$ cat src/rtl/vga_pkg.sv
// Shared timing defaults, state encoding and pixel bundle
// for the VGA timing controller and its counter.
package vga_pkg;

   localparam int unsigned H_ACTIVE_DEF = 640;
   localparam int unsigned H_FP_DEF     = 16;
   localparam int unsigned H_SYNC_DEF   = 96;
   localparam int unsigned H_BP_DEF     = 48;
   localparam int unsigned V_ACTIVE_DEF = 480;
   localparam int unsigned V_FP_DEF     = 10;
   localparam int unsigned V_SYNC_DEF   = 2;
   localparam int unsigned V_BP_DEF     = 33;
   localparam logic        SYNC_POL_DEF = 1'b0;

   function automatic int unsigned span_total(
      input int unsigned act,
      input int unsigned fp,
      input int unsigned sync,
      input int unsigned bp
   );
      return act + fp + sync + bp;
   endfunction

   localparam int unsigned H_TOTAL_DEF =
      span_total(H_ACTIVE_DEF, H_FP_DEF, H_SYNC_DEF, H_BP_DEF);
   localparam int unsigned V_TOTAL_DEF =
      span_total(V_ACTIVE_DEF, V_FP_DEF, V_SYNC_DEF, V_BP_DEF);

   typedef enum logic {
      IDLE = 1'b0,
      RUN  = 1'b1
   } vga_state_e;

   typedef struct packed {
      logic [7:0] r;
      logic [7:0] g;
      logic [7:0] b;
   } rgb_t;

endpackage

$ cat src/rtl/vga_if.sv
// Pin bundle towards an ADV7123-style video DAC.
interface tIVgaDriver;

   logic [7:0] ul8VgaRed;
   logic [7:0] ul8VgaGreen;
   logic [7:0] ul8VgaBlue;
   logic       ul1VgaBlank_n;
   logic       ul1VgaSync_n;
   logic       ul1VgaHSync;
   logic       ul1VgaVSync;
   logic       ul1VgaClock;

   modport driver (
      output ul8VgaRed,
      output ul8VgaGreen,
      output ul8VgaBlue,
      output ul1VgaBlank_n,
      output ul1VgaSync_n,
      output ul1VgaHSync,
      output ul1VgaVSync,
      output ul1VgaClock
   );

   modport dac (
      input ul8VgaRed,
      input ul8VgaGreen,
      input ul8VgaBlue,
      input ul1VgaBlank_n,
      input ul1VgaSync_n,
      input ul1VgaHSync,
      input ul1VgaVSync,
      input ul1VgaClock
   );

endinterface

$ cat src/rtl/vga_timing_counter.sv
// Horizontal/vertical raster counters with active and
// sync region decode; counters sit at 0,0 while not running.
module vga_timing_counter
   import vga_pkg::*;
#(
   parameter int unsigned H_ACTIVE = H_ACTIVE_DEF,
   parameter int unsigned H_FP     = H_FP_DEF,
   parameter int unsigned H_SYNC   = H_SYNC_DEF,
   parameter int unsigned H_BP     = H_BP_DEF,
   parameter int unsigned V_ACTIVE = V_ACTIVE_DEF,
   parameter int unsigned V_FP     = V_FP_DEF,
   parameter int unsigned V_SYNC   = V_SYNC_DEF,
   parameter int unsigned V_BP     = V_BP_DEF
) (
   input  logic clk_i,
   input  logic rst_i,
   input  logic run_i,
   output logic act_o,
   output logic hs_o,
   output logic vs_o,
   output logic first_o,
   output logic last_o
);

   localparam int unsigned H_TOTAL =
      span_total(H_ACTIVE, H_FP, H_SYNC, H_BP);
   localparam int unsigned V_TOTAL =
      span_total(V_ACTIVE, V_FP, V_SYNC, V_BP);

   // One spare state so sync-end bounds equal to the total still fit.
   localparam int unsigned HW = $clog2(H_TOTAL + 1);
   localparam int unsigned VW = $clog2(V_TOTAL + 1);

   localparam logic [HW-1:0] H_LAST = HW'(H_TOTAL - 1);
   localparam logic [HW-1:0] H_ACT  = HW'(H_ACTIVE);
   localparam logic [HW-1:0] HS_BEG = HW'(H_ACTIVE + H_FP);
   localparam logic [HW-1:0] HS_END = HW'(H_ACTIVE + H_FP + H_SYNC);

   localparam logic [VW-1:0] V_LAST = VW'(V_TOTAL - 1);
   localparam logic [VW-1:0] V_ACT  = VW'(V_ACTIVE);
   localparam logic [VW-1:0] VS_BEG = VW'(V_ACTIVE + V_FP);
   localparam logic [VW-1:0] VS_END = VW'(V_ACTIVE + V_FP + V_SYNC);

   logic [HW-1:0] h_q, h_d;
   logic [VW-1:0] v_q, v_d;
   logic          h_end;
   logic          v_end;

   assign h_end = (h_q == H_LAST);
   assign v_end = (v_q == V_LAST);

   always_comb begin
      h_d = h_q;
      v_d = v_q;
      if (!run_i) begin
         h_d = '0;
         v_d = '0;
      end else if (h_end) begin
         h_d = '0;
         v_d = v_end ? '0 : v_q + 1'b1;
      end else begin
         h_d = h_q + 1'b1;
      end
   end

   always_ff @(posedge clk_i) begin
      if (rst_i) begin
         h_q <= '0;
         v_q <= '0;
      end else begin
         h_q <= h_d;
         v_q <= v_d;
      end
   end

   assign act_o   = run_i & (h_q < H_ACT) & (v_q < V_ACT);
   assign hs_o    = run_i & (h_q >= HS_BEG) & (h_q < HS_END);
   assign vs_o    = run_i & (v_q >= VS_BEG) & (v_q < VS_END);
   assign first_o = run_i & (h_q == '0) & (v_q == '0);
   assign last_o  = run_i & h_end & v_end;

endmodule

$ cat src/rtl/vga_timing_controller.sv
// VGA raster controller: run/idle FSM, pixel handshake,
// underrun flag and registered DAC pin drive.
module vga_timing_controller
   import vga_pkg::*;
#(
   parameter int unsigned H_ACTIVE = H_ACTIVE_DEF,
   parameter int unsigned H_FP     = H_FP_DEF,
   parameter int unsigned H_SYNC   = H_SYNC_DEF,
   parameter int unsigned H_BP     = H_BP_DEF,
   parameter int unsigned V_ACTIVE = V_ACTIVE_DEF,
   parameter int unsigned V_FP     = V_FP_DEF,
   parameter int unsigned V_SYNC   = V_SYNC_DEF,
   parameter int unsigned V_BP     = V_BP_DEF,
   parameter logic        SYNC_POL = SYNC_POL_DEF
) (
   input  logic        ul1Clock,
   input  logic        ul1Reset,
   input  logic        ul1Enable,
   input  logic [23:0] ul24PixelData,
   input  logic        ul1PixelValid,
   output logic        ul1PixelReady,
   output logic        ul1FrameStart,
   output logic        ul1Underrun,
   input  logic        ul1UnderrunClear,
   output logic        ul1Busy,
   tIVgaDriver.driver  vga
);

   vga_state_e state_q, state_d;

   logic run;
   logic act;
   logic hs;
   logic vs;
   logic first;
   logic last;
   logic xfer;

   rgb_t rgb_q, rgb_d;
   logic blank_q, blank_d;
   logic hs_q, hs_d;
   logic vs_q, vs_d;
   logic und_q, und_d;

   assign run = (state_q == RUN);

   vga_timing_counter #(
      .H_ACTIVE (H_ACTIVE),
      .H_FP     (H_FP),
      .H_SYNC   (H_SYNC),
      .H_BP     (H_BP),
      .V_ACTIVE (V_ACTIVE),
      .V_FP     (V_FP),
      .V_SYNC   (V_SYNC),
      .V_BP     (V_BP)
   ) u_cnt (
      .clk_i   (ul1Clock),
      .rst_i   (ul1Reset),
      .run_i   (run),
      .act_o   (act),
      .hs_o    (hs),
      .vs_o    (vs),
      .first_o (first),
      .last_o  (last)
   );

   always_comb begin
      state_d = state_q;
      unique case (state_q)
         IDLE: if (ul1Enable) state_d = RUN;
         RUN:  if (last && !ul1Enable) state_d = IDLE;
         default: state_d = IDLE;
      endcase
   end

   assign xfer = act & ul1PixelValid;

   // A missing pixel still shows as black active video; the slot is lost.
   always_comb begin
      rgb_d   = '0;
      blank_d = act;
      hs_d    = hs ? SYNC_POL : ~SYNC_POL;
      vs_d    = vs ? SYNC_POL : ~SYNC_POL;
      und_d   = und_q;
      if (xfer) rgb_d = rgb_t'(ul24PixelData);
      if (act && !ul1PixelValid) und_d = 1'b1;
      else if (ul1UnderrunClear) und_d = 1'b0;
   end

   always_ff @(posedge ul1Clock) begin
      if (ul1Reset) begin
         state_q <= IDLE;
         rgb_q   <= '0;
         blank_q <= 1'b0;
         hs_q    <= ~SYNC_POL;
         vs_q    <= ~SYNC_POL;
         und_q   <= 1'b0;
      end else begin
         state_q <= state_d;
         rgb_q   <= rgb_d;
         blank_q <= blank_d;
         hs_q    <= hs_d;
         vs_q    <= vs_d;
         und_q   <= und_d;
      end
   end

   assign ul1PixelReady = act;
   assign ul1FrameStart = first;
   assign ul1Underrun   = und_q;
   assign ul1Busy       = run;

   assign vga.ul8VgaRed     = rgb_q.r;
   assign vga.ul8VgaGreen   = rgb_q.g;
   assign vga.ul8VgaBlue    = rgb_q.b;
   assign vga.ul1VgaBlank_n = blank_q;
   assign vga.ul1VgaHSync   = hs_q;
   assign vga.ul1VgaVSync   = vs_q;
   // Inverted clock puts the DAC sampling edge mid-data.
   assign vga.ul1VgaClock   = ~ul1Clock;
   assign vga.ul1VgaSync_n  = 1'b0;

endmodule
$ cat src/flat_wrapper.sv
// flat-port wrapper written by rule: the top's interface ports become plain ports
module vga_timing_controller_flat import vga_pkg::*;
#(
   parameter int unsigned H_ACTIVE = H_ACTIVE_DEF,
   parameter int unsigned H_FP     = H_FP_DEF,
   parameter int unsigned H_SYNC   = H_SYNC_DEF,
   parameter int unsigned H_BP     = H_BP_DEF,
   parameter int unsigned V_ACTIVE = V_ACTIVE_DEF,
   parameter int unsigned V_FP     = V_FP_DEF,
   parameter int unsigned V_SYNC   = V_SYNC_DEF,
   parameter int unsigned V_BP     = V_BP_DEF,
   parameter logic        SYNC_POL = SYNC_POL_DEF
)
  (ul1Clock, ul1Reset, ul1Enable, ul24PixelData, ul1PixelValid, ul1PixelReady, ul1FrameStart, ul1Underrun, ul1UnderrunClear, ul1Busy, vga_ul8VgaRed, vga_ul8VgaGreen, vga_ul8VgaBlue, vga_ul1VgaBlank_n, vga_ul1VgaSync_n, vga_ul1VgaHSync, vga_ul1VgaVSync, vga_ul1VgaClock);
  tIVgaDriver vga_i ();
  input  logic ul1Clock;
  input  logic ul1Reset;
  input  logic ul1Enable;
  input  logic [23:0] ul24PixelData;
  input  logic ul1PixelValid;
  output logic ul1PixelReady;
  output logic ul1FrameStart;
  output logic ul1Underrun;
  input  logic ul1UnderrunClear;
  output logic ul1Busy;
  output wire logic [$bits(vga_i.ul8VgaRed)-1:0] vga_ul8VgaRed;
  output wire logic [$bits(vga_i.ul8VgaGreen)-1:0] vga_ul8VgaGreen;
  output wire logic [$bits(vga_i.ul8VgaBlue)-1:0] vga_ul8VgaBlue;
  output wire logic [$bits(vga_i.ul1VgaBlank_n)-1:0] vga_ul1VgaBlank_n;
  output wire logic [$bits(vga_i.ul1VgaSync_n)-1:0] vga_ul1VgaSync_n;
  output wire logic [$bits(vga_i.ul1VgaHSync)-1:0] vga_ul1VgaHSync;
  output wire logic [$bits(vga_i.ul1VgaVSync)-1:0] vga_ul1VgaVSync;
  output wire logic [$bits(vga_i.ul1VgaClock)-1:0] vga_ul1VgaClock;
  assign vga_ul8VgaRed = vga_i.ul8VgaRed;
  assign vga_ul8VgaGreen = vga_i.ul8VgaGreen;
  assign vga_ul8VgaBlue = vga_i.ul8VgaBlue;
  assign vga_ul1VgaBlank_n = vga_i.ul1VgaBlank_n;
  assign vga_ul1VgaSync_n = vga_i.ul1VgaSync_n;
  assign vga_ul1VgaHSync = vga_i.ul1VgaHSync;
  assign vga_ul1VgaVSync = vga_i.ul1VgaVSync;
  assign vga_ul1VgaClock = vga_i.ul1VgaClock;
  vga_timing_controller #(.H_ACTIVE(H_ACTIVE), .H_FP(H_FP), .H_SYNC(H_SYNC), .H_BP(H_BP), .V_ACTIVE(V_ACTIVE), .V_FP(V_FP), .V_SYNC(V_SYNC), .V_BP(V_BP), .SYNC_POL(SYNC_POL)) u_core (.ul1Clock(ul1Clock), .ul1Reset(ul1Reset), .ul1Enable(ul1Enable), .ul24PixelData(ul24PixelData), .ul1PixelValid(ul1PixelValid), .ul1PixelReady(ul1PixelReady), .ul1FrameStart(ul1FrameStart), .ul1Underrun(ul1Underrun), .ul1UnderrunClear(ul1UnderrunClear), .ul1Busy(ul1Busy), .vga(vga_i));
endmodule
$ cat config.mk
export PLATFORM = sky130hd
export DESIGN_NAME = vga_timing_controller_flat
export DESIGN_NICKNAME = d
export VERILOG_FILES = /design/src/rtl/vga_pkg.sv /design/src/rtl/vga_if.sv /design/src/rtl/vga_timing_counter.sv /design/src/rtl/vga_timing_controller.sv /design/src/flat_wrapper.sv
export SDC_FILE = /design/constraint.sdc
export NUM_CORES = 1
export LEC_CHECK = 0
export BUFFER_PORTS_ARGS = -buffer_cell sky130_fd_sc_hd__buf_2
export CAP_MARGIN = 0
export CELL_PAD_IN_SITES_DETAIL_PLACEMENT = 0
export CELL_PAD_IN_SITES_GLOBAL_PLACEMENT = 1
export CORE_UTILIZATION = 38
export CTS_BUF_LIST = sky130_fd_sc_hd__clkbuf_8
export DETAILED_ROUTE_END_ITERATION = 8
export GPL_TIMING_DRIVEN = 0
export PLACE_DENSITY = 0.78
export SYNTH_ARGS = -nofsm -noshare
export SYNTH_HDL_FRONTEND = slang
export SYNTH_SLANG_ARGS = --single-unit
$ cat constraint.sdc
create_clock -name ul1Clock -period 2.15 [get_ports ul1Clock]
set_input_delay 0.5375 -clock ul1Clock [delete_from_list [all_inputs] [get_ports ul1Clock]]
set_output_delay 0.5375 -clock ul1Clock [all_outputs]
set_load 0.01 [all_outputs]
==> metrics.yaml <==
synth_top_cells_by_area: "sky130_fd_sc_hd__dfxtp_1 (53%), sky130_fd_sc_hd__and2_1 (8.5%), sky130_fd_sc_hd__xnor2_1 (3.3%)"
timing.setup.tns_ns: 0
cellPowerDensity_mw_per_mm2: 756
hold_violations: 0
finalMaxSlewViolations: 0
synth_area_per_cell_sq_um: 9.61
drt-pass1-iter-count: 4
postSynthCellCount: 192
grt_util_met2: 0.265
clk_slew_on_worst_s_h_paths_ns: 0.09
initial_core_util: 0.410
final_layout_size_suffix_gt1_frac: 0.356
fmax_ghz: 0.475
syn_area_sq_mm: 0.00185
num_io_pins: 62
globalRouteOverflowTotal: 0
timing.critical_path.slowest_cell_delay_ns: 0.37
ctsHtreeMaxLevel: 2
ys.flop_type: "sky130_fd_sc_hd__dfxtp_1"
sequential_cell_area_fraction_in_the_yosys_report: 0.532
synth.yosys.warnings: 0
leakage_nw: 1.08
proportion_of_netlist_area_held_by_the_largest_area_contributor: 0.532
worstPathRequired_ns: 1.61
post_cts_hold_buffer_count: 0
run_status: "finished, final reports clean"
number_of_global_route_vias_before_repair: 1512
grt_pass1_wl_um: 6760
synth.net_count: 225
largest_net_degree_at_the_start_of_global_routing: 17
buffer_ports.inserted: 60
synth_edf_count: 0
layout_common_cells: "sky130_fd_sc_hd__buf_2 (60), sky130_fd_sc_hd__dfxtp_1 (40), sky130_fd_sc_hd__and2_1 (25)"
start_kind: "flip-flop"
flow.area_growth_from_synthesis_pct: 33.1
die-width_um: 71.7
netlist-cell-type-count: 33
cts_inserted_buffers: 5
gr-usage-met3: 0.0844
cts_root_buf: "sky130_fd_sc_hd__clkbuf_8"
placeableCoreArea_sq_mm: 0.00450
post-synth-top-area-cell: "sky130_fd_sc_hd__dfxtp_1"
min-delay-path-class: "input port to flip-flop"
critPathArrivalTime_ns: 1.57
maxCapViolations: 0
dr_total_vias: 1518
count_of_inserted_antenna_diode_cells: 0
routed_wl_um: 3930
layout.cells.most_common: "sky130_fd_sc_hd__buf_2"
critical_path.cell_chain: "or3_4 > buf_6 > nor4_4 > buf_2"
globalRouteMet1Util: 0.207
critical_path_class: "flip-flop to primary output"
clock_latency_late_sink_ns: 0.30
setup.worst_path.end_class: "primary output"
final_nets: 293
crit_fanout: 8
post-layout-total-power_mw: 1.86
vias_per_cell: 4.85
critPathSlowestCell: "sky130_fd_sc_hd__or3_4"
setup_skew_after_layout_ns: 0.00811
grt_setup_unrepaired: "yes"
final.min_clock_period_ns: 2.11
drtAntennaViolNets: 0
detail_route.drc_violations: 0
drt-wirelength-per-cell_um: 12.6
die-height_um: 71.7
tritoncts: "done"
worst_ir_drop_on_vdd_mv: 0.382
die_area_sq_mm: 0.00514
grtUsageTotal: 0.171
busiest_layer: "met2"
ys_ff_latch: 49
ctsLongestPathBuffers: 2
dp_hpwl_um: 2860
grt_antenna_before_repair: 0
gp_congestion: 0.869
fin_crit_sh: 0.980
floorplan.rows: 24
initialDrtViolationCount: 67
number_of_setup_violations_in_the_final_report: 0
synth-async-reset-ratio: 0
-- per-stage QoR --
stage / hold slack, ns / util / setup slack, ns / area, sq um / instances
after global placement: 0.462 / 0.491 / -0.0403 / 2210 / 304
after CTS: 0.420 / 0.536 / 0.00190 / 2410 / 315
after floorplan: 0.437 / - / 0.0964 / 1850 / 192
final: 0.428 / 0.545 / 0.0433 / 2460 / 313
after global routing: 0.410 / 0.545 / -0.0323 / 2460 / 313
after detailed placement: 0.466 / 0.491 / -0.0213 / 2210 / 304
-- cell type report --
cell class | count | area, sq um
fill | 441 | 2050
sequential | 49 | 997
multi-input combinational | 127 | 866
timing repair buffer | 63 | 325
clock buffer | 6 | 73.8
clock inverter | 4 | 72.6
tap | 52 | 65.1
inverter | 8 | 30.0
buffer | 4 | 26.3
-- flip-flops by register name, summed over array words and instances, names as in the netlist --
register and count:
u_core.vga.ul1VgaHSync 1, u_core.ul1Busy 1, u_core.vga.ul8VgaBlue 8, u_core.vga.ul1VgaBlank_n 1
u_core.u_cnt.v_q 10, u_core.vga.ul1VgaVSync 1, u_core.ul1Underrun 1, u_core.vga.ul8VgaGreen 8
u_core.vga.ul8VgaRed 8, u_core.u_cnt.h_q 10
-- cells in the mapped netlist (3+ instances only) --
cell type                  instances
sky130_fd_sc_hd__o21ai_0           5
sky130_fd_sc_hd__ha_1              4
sky130_fd_sc_hd__nand2_1          10
sky130_fd_sc_hd__clkbuf_1          5
sky130_fd_sc_hd__xnor2_1           7
sky130_fd_sc_hd__dfxtp_1          49
sky130_fd_sc_hd__nor4_1            5
sky130_fd_sc_hd__and3_1            4
sky130_fd_sc_hd__nand3_1           9
sky130_fd_sc_hd__nor2_1           14
sky130_fd_sc_hd__nor2b_1           4
sky130_fd_sc_hd__nand4_1           6
sky130_fd_sc_hd__inv_1             9
sky130_fd_sc_hd__or4_1             3
sky130_fd_sc_hd__or3_1             5
sky130_fd_sc_hd__and2_1           25
sky130_fd_sc_hd__xor2_1            6
sky130_fd_sc_hd__a21oi_1           4
-- path summary, 6_finish.rpt --
kind | from | endpoint | slack [ns] | cells after the start
max | u_core.u_cnt.h_q[6] | ul1FrameStart | 0.04 | 4
min | ul24PixelData[12] | u_core.vga.ul8VgaGreen[4] | 0.43 | 2
max reg2reg | u_core.u_cnt.h_q[6] | u_core.u_cnt.v_q[8] | 0.10 | 5
min reg2reg | u_core.u_cnt.h_q[0] | u_core.u_cnt.h_q[0] | 0.45 | 1
-- what timing repair did --
item                       CTS  global route
buffers inserted             4             0
gates resized for setup     13            11
pin swaps                    2             2
setup endpoints to repair    3            32
-- worst max-delay path, delay by kind of cell (launching register included) --
kind / cells / cell delay, ns
buffers and inverters: 2 / 0.31
DFF: 1 / 0.36
and+or+nand+nor: 2 / 0.60
-- power by group --
| part | internal [mW] | switching [mW] |
|---|---|---|
| Clock | 0.481 | 0.337 |
| Combinational | 0.0548 | 0.0527 |
| Sequential | 0.923 | 0.00805 |
-- metal layers --
layer	vias up	part of all wire	routed length [um]
li1	777	-	-
met1	673	0.45	1780
met3	7	0.10	410
met2	61	0.43	1680
met5	-	0	0
met4	0	0.016	63
-- cell families (layout without fill, tap and decap cells) --
group,count (synthesis),count (layout),synth area share
other cells,1,1,0.00203
compound gates,13,13,0.0414
flops,49,49,0.532
fa+ha+maj,4,4,0.0271
buf+inv,16,85,0.0353
xor+xnor,13,13,0.0617
simple gates,96,96,0.301
(Power assumes the default switching activity.)
